==> src/rtl/mem_access_unit.sv <==
// MEM-stage initiator for a byte-addressed, word-wide data memory port.
// Handles RV32I loads and stores, uses read-modify-write for SB/SH, and flags faulting requests.
module mem_access_unit #(
   parameter int MEM_BYTES = 1024
) (
   input  logic        clk,
   input  logic        rst_n,
   input  logic        req_valid,
   output logic        req_ready,
   input  logic        req_we,
   input  logic [2:0]  req_funct3,
   input  logic [31:0] req_addr,
   input  logic [31:0] req_wdata,
   output logic        resp_valid,
   output logic [31:0] resp_rdata,
   output logic        resp_err,
   output logic        mem_ce,
   output logic        mem_we,
   output logic [31:0] mem_addr,
   output logic [31:0] mem_wdata,
   input  logic [31:0] mem_rdata
);

   // Handshake: a request transfers on a posedge where req_valid and req_ready are both high;
   // the response is a single-cycle resp_valid pulse with no back-pressure.
   typedef enum logic [2:0] {
      S_IDLE   = 3'd0,
      S_LD     = 3'd1,
      S_ST_WR  = 3'd2,
      S_RMW_RD = 3'd3,
      S_RMW_WR = 3'd4,
      S_RESP   = 3'd5
   } state_t;

   state_t      state;
   logic [2:0]  funct3_q;
   logic [31:0] wdata_q;

   logic [32:0] last_byte;
   logic        out_of_range;
   logic        bad_funct3;
   logic        misaligned;
   logic        fault;
   logic [31:0] load_ext;
   logic [31:0] merged;

   assign req_ready = (state == S_IDLE);

   // Compare in 33 bits so addresses near 2^32 cannot wrap back into range.
   assign last_byte    = {1'b0, req_addr} + 33'd3;
   assign out_of_range = (last_byte >= 33'(MEM_BYTES));

   always_comb begin
      bad_funct3 = 1'b0;
      if (req_we) begin
         bad_funct3 = (req_funct3[2] == 1'b1) || (req_funct3[1:0] == 2'b11);
      end else begin
         bad_funct3 = (req_funct3 == 3'b011) || (req_funct3 == 3'b110) || (req_funct3 == 3'b111);
      end
   end

   assign misaligned = ((req_funct3[1:0] == 2'b01) && req_addr[0]) ||
                       ((req_funct3[1:0] == 2'b10) && (req_addr[1:0] != 2'b00));
   assign fault      = bad_funct3 || misaligned || out_of_range;

   always_comb begin
      load_ext = mem_rdata;
      case (funct3_q)
         3'b000:  load_ext = {{24{mem_rdata[7]}}, mem_rdata[7:0]};
         3'b001:  load_ext = {{16{mem_rdata[15]}}, mem_rdata[15:0]};
         3'b100:  load_ext = {24'd0, mem_rdata[7:0]};
         3'b101:  load_ext = {16'd0, mem_rdata[15:0]};
         default: load_ext = mem_rdata;
      endcase
   end

   assign merged = funct3_q[0] ? {mem_rdata[31:16], wdata_q[15:0]}
                               : {mem_rdata[31:8], wdata_q[7:0]};

   always_ff @(posedge clk or negedge rst_n) begin
      if (!rst_n) begin
         state      <= S_IDLE;
         funct3_q   <= 3'd0;
         wdata_q    <= 32'd0;
         resp_valid <= 1'b0;
         resp_rdata <= 32'd0;
         resp_err   <= 1'b0;
         mem_ce     <= 1'b0;
         mem_we     <= 1'b0;
         mem_addr   <= 32'd0;
         mem_wdata  <= 32'd0;
      end else begin
         case (state)
            S_IDLE: begin
               if (req_valid) begin
                  funct3_q <= req_funct3;
                  wdata_q  <= req_wdata;
                  if (fault) begin
                     resp_valid <= 1'b1;
                     resp_rdata <= 32'd0;
                     resp_err   <= 1'b1;
                     state      <= S_RESP;
                  end else begin
                     mem_ce   <= 1'b1;
                     mem_addr <= req_addr;
                     if (!req_we) begin
                        state <= S_LD;
                     end else if (req_funct3 == 3'b010) begin
                        mem_we    <= 1'b1;
                        mem_wdata <= req_wdata;
                        state     <= S_ST_WR;
                     end else begin
                        state <= S_RMW_RD;
                     end
                  end
               end
            end
            S_LD: begin
               mem_ce     <= 1'b0;
               resp_valid <= 1'b1;
               resp_rdata <= load_ext;
               resp_err   <= 1'b0;
               state      <= S_RESP;
            end
            S_RMW_RD: begin
               mem_we    <= 1'b1;
               mem_wdata <= merged;
               state     <= S_RMW_WR;
            end
            S_ST_WR, S_RMW_WR: begin
               mem_ce     <= 1'b0;
               mem_we     <= 1'b0;
               resp_valid <= 1'b1;
               resp_rdata <= 32'd0;
               resp_err   <= 1'b0;
               state      <= S_RESP;
            end
            S_RESP: begin
               resp_valid <= 1'b0;
               state      <= S_IDLE;
            end
            default: begin
               mem_ce     <= 1'b0;
               mem_we     <= 1'b0;
               resp_valid <= 1'b0;
               state      <= S_IDLE;
            end
         endcase
      end
   end

endmodule

==> config.mk <==
export PLATFORM = sky130hd
export DESIGN_NAME = mem_access_unit
export DESIGN_NICKNAME = d
export VERILOG_FILES = /design/src/rtl/mem_access_unit.sv
export SDC_FILE = /design/constraint.sdc
export NUM_CORES = 1
export LEC_CHECK = 0
export CAP_MARGIN = 20
export CELL_PAD_IN_SITES_DETAIL_PLACEMENT = 1
export CELL_PAD_IN_SITES_GLOBAL_PLACEMENT = 2
export CORE_MARGIN = 2
export CORE_UTILIZATION = 40
export DETAILED_ROUTE_END_ITERATION = 16
export DONT_BUFFER_PORTS = 1
export HOLD_SLACK_MARGIN = 0.08
export PLACE_DENSITY = 0.83
export SLEW_MARGIN = 20
export SYNTH_ARGS = -nofsm -noshare
export SYNTH_HDL_FRONTEND = slang
export SYNTH_SLANG_ARGS = --single-unit
==> constraint.sdc <==
create_clock -name clk -period 4.2 [get_ports clk]
set_input_delay 0.84 -clock clk [delete_from_list [all_inputs] [get_ports clk]]
set_output_delay 0.84 -clock clk [all_outputs]
set_load 0.005 [all_outputs]
## Yosys cells after proc, flatten, opt, wreduce, memory -nomap -nowiden

Cells that the tools add are included.

- Flip-flop bits (word level): 122
- Output and inout bits: 101
- Bits of input ports: 103

- Eq/ne operators: 20
- Order comparisons: 1
- Multiplexer cells: 28
- Reductions and logical operators: 26
- Add/sub/neg operators: 1
- Bitwise gates (word level): 4

Operators by type and width:

| operator | count |
|---|---|
| 32-bit two-way mux | 6 |
| 32-bit one-hot mux with 4 select lines | 1 |
| 32-bit one-hot mux with 3 select lines | 1 |
| 32-bit one-hot mux with 2 select lines | 1 |
| 32-bit by 2-bit adder with 33-bit output, second input constant | 1 |
| 33-bit by 11-bit >= comparator with 1-bit output, second input constant | 1 |
| 3-bit equality test, second input constant | 6 |
| 16-bit two-way mux | 1 |
| 3-bit AND reduction | 5 |
| 3-bit by 2-bit equality test with 1-bit output, second input constant | 4 |
| 1-bit two-way mux | 10 |
| 5-bit AND reduction | 2 |
| 3-bit one-hot mux with 3 select lines | 1 |
| 3-bit by 1-bit equality test with 1-bit output, second input constant | 2 |
| 3-bit logical NOT | 2 |
| 1-bit logical OR | 6 |
| 3-bit two-way mux | 2 |
| 2-bit by 1-bit != test with 1-bit output, second input constant | 3 |
| 1-bit one-hot mux with 3 select lines | 2 |
| 2-bit nonzero test | 3 |
| 2-bit OR reduction | 3 |
| 2-bit equality test, second input constant | 2 |
| 2-bit != test, second input constant | 2 |
| 1-bit inverter | 4 |
| other kinds (7) | 9 |

## Depth between registers and ports, before layout

Gate-level depths: netlist (run 1).

- Depth after elaboration: 9
- Depth in mapped cells: 9
- Mapped depth without buffers: 7

## Least setup slack after synthesis (run 1)

Ideal clock, no wire load.

- Kind: input to register
- Start point: input req_addr[2]
- End point: register mem_addr[4]
- Data required time: 4.072 ns
- Path slack: 1.184 ns
- Data arrival time: 2.889 ns
- Stages on the path: 8
- Cells stage by stage: nand4_1 > nor4_2 > nand4_1 > mux2i_1 > a211oi_4 > nand3_2 > buf_2 > mux2_1

- Longest elaborated chain between the ends: 5

Ends and longest elaborated chain:

| what | RTL line | text |
|---|---|---|
| start: declaration | 12 | `input logic [31:0] req_addr,` |
| 32-bit by 2-bit adder with 33-bit output | 50 | `assign last_byte = {1'b0, req_addr} + 33'd3;` |
| 33-bit by 11-bit >= comparator with 1-bit output | 51 | `assign out_of_range = (last_byte >= 33'(MEM_BYTES));` |
| 1-bit logical OR | 64 | `assign fault = bad_funct3 \|\| misaligned \|\| out_of_range;` |
| 1-bit inverter (no line) | - |  |
| 3-bit AND reduction (no line) | - |  |
| end signal: assignment | 105 | `mem_addr <= req_addr;` |
| end: declaration | 19 | `output logic [31:0] mem_addr,` |

No other way between the ends.
A chain may end at the register's enable or synchronous reset.

## Worst setup path after layout (run 1)

- Start point: input req_addr[2]
- End point: register mem_addr[7]

Same word-level chain as after synthesis.

==> results.md, run 1 <==
- Status: completed
- GR Util All Layers: around 24%
- Worst Setup SP: req_addr[2]
- PortBufs: 0
- Worst Setup Path Type: in2reg
- Clk_lat worst skew: 0.41 ns
- Final hold slack: between 0.1 and 0.15 ns
- Worst path arrival time: 3.42 ns
- Clk buf depth: 2
- Static Leak: 0.00303 uW
- Worst r2r src: state[2]
- Vias post-DR: 5435
- M1 GR Usage: between 20% and 30%
- Distinct cells, synth: 53
- Vias in the first global route: 5744
- Worst-path fanout max: 34
- GRT Max-Usage Layer: met2
- Power Density: 605 nW/um2
- Synthesized area per cell: 9.29 um2
- Antenna diode count: 0
- Setup TNS Final: 0 ns
- Site Rows: 46
- WL final: ~20000 um
- Setup Fix Bufs, Post-CTS: 0
- Worst slew margin: approximately 34%
- Setup crit end kind: flop
- PostCTS Resize Cnt: 0
- GRT overflow: 0
- Utilization after layout: between 40% and 50%
- Avg WL per Cell: around 23 um
- Via-per-instance ratio: between 6 and 7
- Met3 GRT Util: 7.91%
- Dpl ws: just over 0.6 ns
- Syn Std Cell Area: about 6400 um2
- Placer Congestion: 0.790
- Pin count of the biggest net entering global routing: 123
- Post-synth net total: 788
- Die Y: between 100 and 150 um
- Slew Viols, Final: 0
- First-pass GRT wire length: between 30000 and 40000 um
- Post-synth EDFFs: 0
- Final Hold Viols: 0
- Least-Margin Pin Slew: 0.962 ns
- Sinks on Clock Net: around 120
- Startpoint Class: primary input
- Share of post-route cells with drive strength above 1: ~14%
- Commonest non-fill, non-tap cell in the layout: dfrtp_1
- Core area: roughly 16000 um2
- Yosys reg bits: 122
- Initial cell density of the core: 40.5%
- Die W: 130 um
- Clock transition at path regs: 0.06 ns
- Total CTS buffers: 17
- Number of H-tree levels: 4
- Sequential area share after synthesis: between 40% and 50%
- I/O pin count: between 200 and 250
- Hold_buf cts: 0
- CP required: 4.48 ns
- ANT nets after route: 0
- Most used DFF post-synth: dfrtp_1
- Antenna violations before repair: 0
- Nets: 766
- DR DRC count: 0
- Commonest cells after routing, fill and taps aside: dfrtp_1 (121), o21ai_0 (76), nand2_1 (74)
- Async SR Flop Fraction: between 90% and 100%
- Post-synthesis instance total: a little under 700
- Peak supply drop: 0.344 mV
- Routing usage on met2: 41.7%
- F_max: ~0.32 GHz
- YS warnings: 0
- RSZ-0062 raised after global routing: no
- Final setup margin: between 1 and 1.5 ns
- Area Growth Syn to Fin: 12.6%
- Initial drt markers: ~300
- CTS Root Cell: clkbuf_16
- Part of the cycle the worst path needs: between 70 and 80%
- Worst Hold Class: in2async
- CTS tree: done
- First-pass iteration count of the detailed router: 4
- Die Footprint: ~17000 um2
- Final min period: approximately 3.1 ns
- Clk_skew: between 0.008 and 0.009 ns
- Maxcap violations: 0
- Final HPWL DP: 13500 um
- Setup violations, final: 0
-- cell families after synthesis --
family | Yosys count | synth area share (%)
buffers and inverters | 109 | 6.61
AO/OA/AOI/OAI | 260 | 26.2
AND/OR/NAND/NOR | 153 | 12.1
multiplexers | 41 | 7.18
flip-flops | 122 | 48.0
-- stage by stage --
step                cell area, um2  power (uW)  std cells
CTS                           7160        4380        892
floorplan                     6360        2480        685
global placement              6540        2750        860
global route                  7170        4590        892
finish                        7170        4340        892
detailed placement            6540        2820        860
-- final timing paths --
| path | to | slack (ns) | depth (start not counted) |
|---|---|---|---|
| max in group asynchronous | state[2] | 3.83 | 0 |
| min in group clk | wdata_q[9] | 0.50 | 1 |
| setup / recovery | mem_addr[7] | 1.06 | 7 |
| setup reg to reg | mem_addr[7] | 1.60 | 6 |
| hold / removal | mem_addr[8] | 0.12 | 0 |
| hold reg to reg | wdata_q[9] | 0.50 | 1 |
-- Yosys cell counts (3+ instances only) --
| library cell | count | area, um2 |
|---|---|---|
| o21ai_0 | 76 | 380 |
| o22ai_1 | 31 | 194 |
| nand3_1 | 3 | 15.0 |
| nor2_1 | 13 | 48.8 |
| a21oi_1 | 55 | 275 |
| and3_1 | 4 | 25.0 |
| clkbuf_1 | 36 | 135 |
| nand4_1 | 7 | 43.8 |
| and2_1 | 25 | 156 |
| mux2_1 | 6 | 67.6 |
| a31oi_1 | 3 | 18.8 |
| mux2i_1 | 4 | 40.0 |
| or2_2 | 3 | 18.8 |
| dfrtp_1 | 122 | 3050 |
| or3_1 | 3 | 18.8 |
| nand2b_1 | 3 | 18.8 |
| nand2_1 | 75 | 282 |
| nor3_1 | 4 | 20.0 |
| a22oi_1 | 8 | 60.1 |
| buf_2 | 9 | 45.0 |
| a311oi_1 | 31 | 272 |
| buf_1 | 10 | 37.5 |
| and4_1 | 3 | 26.3 |
| a211oi_1 | 32 | 240 |
| mux2_2 | 31 | 349 |
| inv_1 | 53 | 199 |
-- state kept, by name, summed over array words and instances, names as in the netlist --
name and flops:
mem_addr 32, mem_wdata 32, resp_rdata 32, wdata_q 16, funct3_q 3, state 3, mem_ce 1, mem_we 1
resp_err 1, resp_valid 1
-- final cells by class --
class / count / area, um2
Fill cell: 1803 / 8550
Sequential cell: 122 / 3050
Multi-Input combinational cell: 454 / 2910
Clock buffer: 21 / 480
Tap cell: 216 / 270
Inverter: 54 / 203
Clock inverter: 11 / 141
Timing Repair Buffer: 14 / 105
-- critical path, stage by stage --
cell,delay (ns)
nand4_1,0.17
nor4_2,0.63
and4_1,0.30
o2bb2ai_1,0.13
a211oi_4,0.32
nand3_2,0.51
mux2_1,0.52
-- where the power goes --
part	internal [uW]	total, uW	switching, uW
combinational	469	1170	702
sequential	1390	1630	245
clock	994	1530	539
total	2850	4340	1490
-- layer usage --
metal  up-vias  share of wire (%)  wire length, um
met1      2797                 40             8060
met4         0                2.1              423
met3        35                7.4             1500
met2       160                 51            10300
li1       2443                  -                -
met5         -                  0                0
Note: power is estimated with default switching activity, not from simulation.
==> run 2, diff against run 1 <==
CORE_UTILIZATION = 34   (was 40)
PLACE_DENSITY = 0.75   (was 0.83)
clock period = 2.7 ns   (was 4.2 ns; I/O delays follow)
==> run 2 against run 1 <==
Against the previous run: the flow now finishes with violations (negative hold slack); count of clock-buffer cells in the layout up 3; design area up 2.6%; largest cell class unchanged; combinational power up 71%; highest routed layer unchanged; non-clock buffer count up 15; largest power group unchanged; setup slack worse by 0.72 ns.
==> results.md, run 2 (same netlist as run 1, synthesis figures left out) <==
- Final hold slack: -0.189 ns
- Combinational fraction of design power: between 20 and 30%
- Number of H-tree levels: 4
- Nets: 781
- Clock transition at path regs: 0.06 ns
- Part of the cycle the worst path needs: between 80% and 90%
- CTS Root Cell: clkbuf_16
- Setup crit end kind: flop
- Vias in the first global route: between 5000 and 6000
- Via-per-instance ratio: 5.89
- Slew Viols, Final: 0
- Largest registers: mem_addr x32, mem_wdata x32, resp_rdata x32
- Placed Area: between 6000 and 7000 um2
- First-pass iteration count of the detailed router: 4
- Commonest non-fill, non-tap cell in the layout: dfrtp_1
- Total CTS buffers: 17
- Least-Margin Pin Slew: between 0.8 and 0.9 ns
- Dpl cells: 893
- CP required: between 2 and 3 ns
- Final min period: between 2 and 2.5 ns
- Fin area: 7350 um2
- CTS tree: done
- Clk buf depth: 2
- Clock Power Share: 35.2%
- WL final: ~21000 um
- Status: complete, but fails checks
- GR Util All Layers: 21.5%
- Switching share of power: about 34%
- Switching pwr: 2340 uW
- Peak supply drop: 0.560 mV
- Initial drt markers: roughly 200
- Core area: ~19000 um2
- Worst-path fanout max: 17
- Final HPWL DP: between 10000 and 15000 um
- Antenna diode count: 0
- Die Y: roughly 140 um
- GRT overflow: 0
- Static Leak: roughly 0.0031 uW
- Sinks on Clock Net: between 100 and 150
- Part of the power in registers: between 30% and 40%
- Worst slew margin: about 45%
- Clk_lat worst skew: about 0.42 ns
- Total power: roughly 7000 uW
- Failing checks: negative hold slack
- Site Rows: 50
- ANT nets after route: 0
- Antenna violations before repair: 0
- Worst Setup SP: req_addr[2]
- Worst path arrival time: 2.65 ns
- PortBufs: 0
- Worst r2r src: state[2]
- RSZ-0062 raised after global routing: no
- Setup violations, final: 0
- DR DRC count: 0
- Avg WL per Cell: between 20 and 25 um
- Power Density: between 900 and 1000 nW/um2
- Startpoint Class: primary input
- Area Growth Syn to Fin: 15.6%
- Final setup margin: approximately 0.35 ns
- Maxcap violations: 0
- F_max: 0.425 GHz
- Setup Fix Bufs, Post-CTS: 0
- I/O pin count: between 200 and 250
- Die W: roughly 140 um
- Dpl ws: -0.106 ns
- Initial cell density of the core: about a third
- PostCTS Resize Cnt: 0
- Worst Hold Class: in2async
- Vias post-DR: between 5000 and 6000
- Die Footprint: 19800 um2
- Non-Filler Instances: a little over 900
- Clk_skew: 0.00728 ns
- Internal power: about 4500 uW
- Worst Setup Path Type: in2reg
- Pin count of the biggest net entering global routing: 123
- Placer Congestion: between 0.8 and 0.9
- Final Hold Viols: between 100 and 150
- Commonest cells after routing, fill and taps aside: dfrtp_1 (121), o21ai_0 (76), nand2_1 (75)
- First-pass GRT wire length: around 34000 um
- Share of post-route cells with drive strength above 1: about 15%
-- run 2: cell type report --
class                   instances  area (um2)
fillers                      2086       11200
clock buffers                  24         512
clock inverters                 6         110
well taps                     234         293
inverters                      54         203
flip-flops and latches        122        3050
repair buffers                 29         268
multi-input cells             454        2920
-- run 2: through the flow --
step	setup TNS, ns	hold slack (ns)	utilization [%]
floorplan	0	0.244	-
global placement	-0.410	0.252	36.4
detailed placement	-2.91	0.249	36.4
CTS	0	-0.207	39.7
global route	0	-0.205	39.7
finish	0	-0.189	39.7
-- run 2: final timing paths --
check / slack, ns / depth (start not counted) / endpoint
hold / removal: -0.19 / 0 / wdata_q[10]
max in group asynchronous: 2.71 / 0 / mem_wdata[24]
setup reg to reg: 0.56 / 7 / resp_rdata[17]
min in group clk: 0.24 / 2 / mem_wdata[29]
setup / recovery: 0.35 / 8 / mem_wdata[11]
hold reg to reg: 0.51 / 1 / wdata_q[11]
-- run 2: power groups by stage --
| stage | Clock (uW) | Combinational (uW) | Sequential (uW) |
|---|---|---|---|
| 2_1_floorplan | 0 | 1490 | 2370 |
| 3_3_place_gp | 0 | 1920 | 2470 |
| 3_5_place_dp | 0 | 2020 | 2490 |
| 4_1_cts | 2470 | 2020 | 2460 |
| 5_1_grt | 2550 | 2250 | 2510 |
| 6_report | 2420 | 2000 | 2460 |
-- run 2: worst max-delay path: stages --
cell	delay [ns]
nand4_1	0.19
nor4_4	0.48
and4_1	0.26
o2bb2ai_1	0.13
a211o_1	0.35
nor4_4	0.28
buf_4	0.28
a211oi_1	0.12
-- run 2: per-layer routing --
| layer | part of all wire (%) | track usage, % | wire, um | vias up |
|---|---|---|---|---|
| met4 | 1.5 | 6.32 | 314 | 0 |
| met5 | 0 | 0 | 0 | - |
| li1 | - | - | - | 2477 |
| met3 | 7.1 | 7.44 | 1480 | 27 |
| met1 | 43 | 27.0 | 9000 | 2775 |
| met2 | 48 | 35.2 | 10100 | 153 |
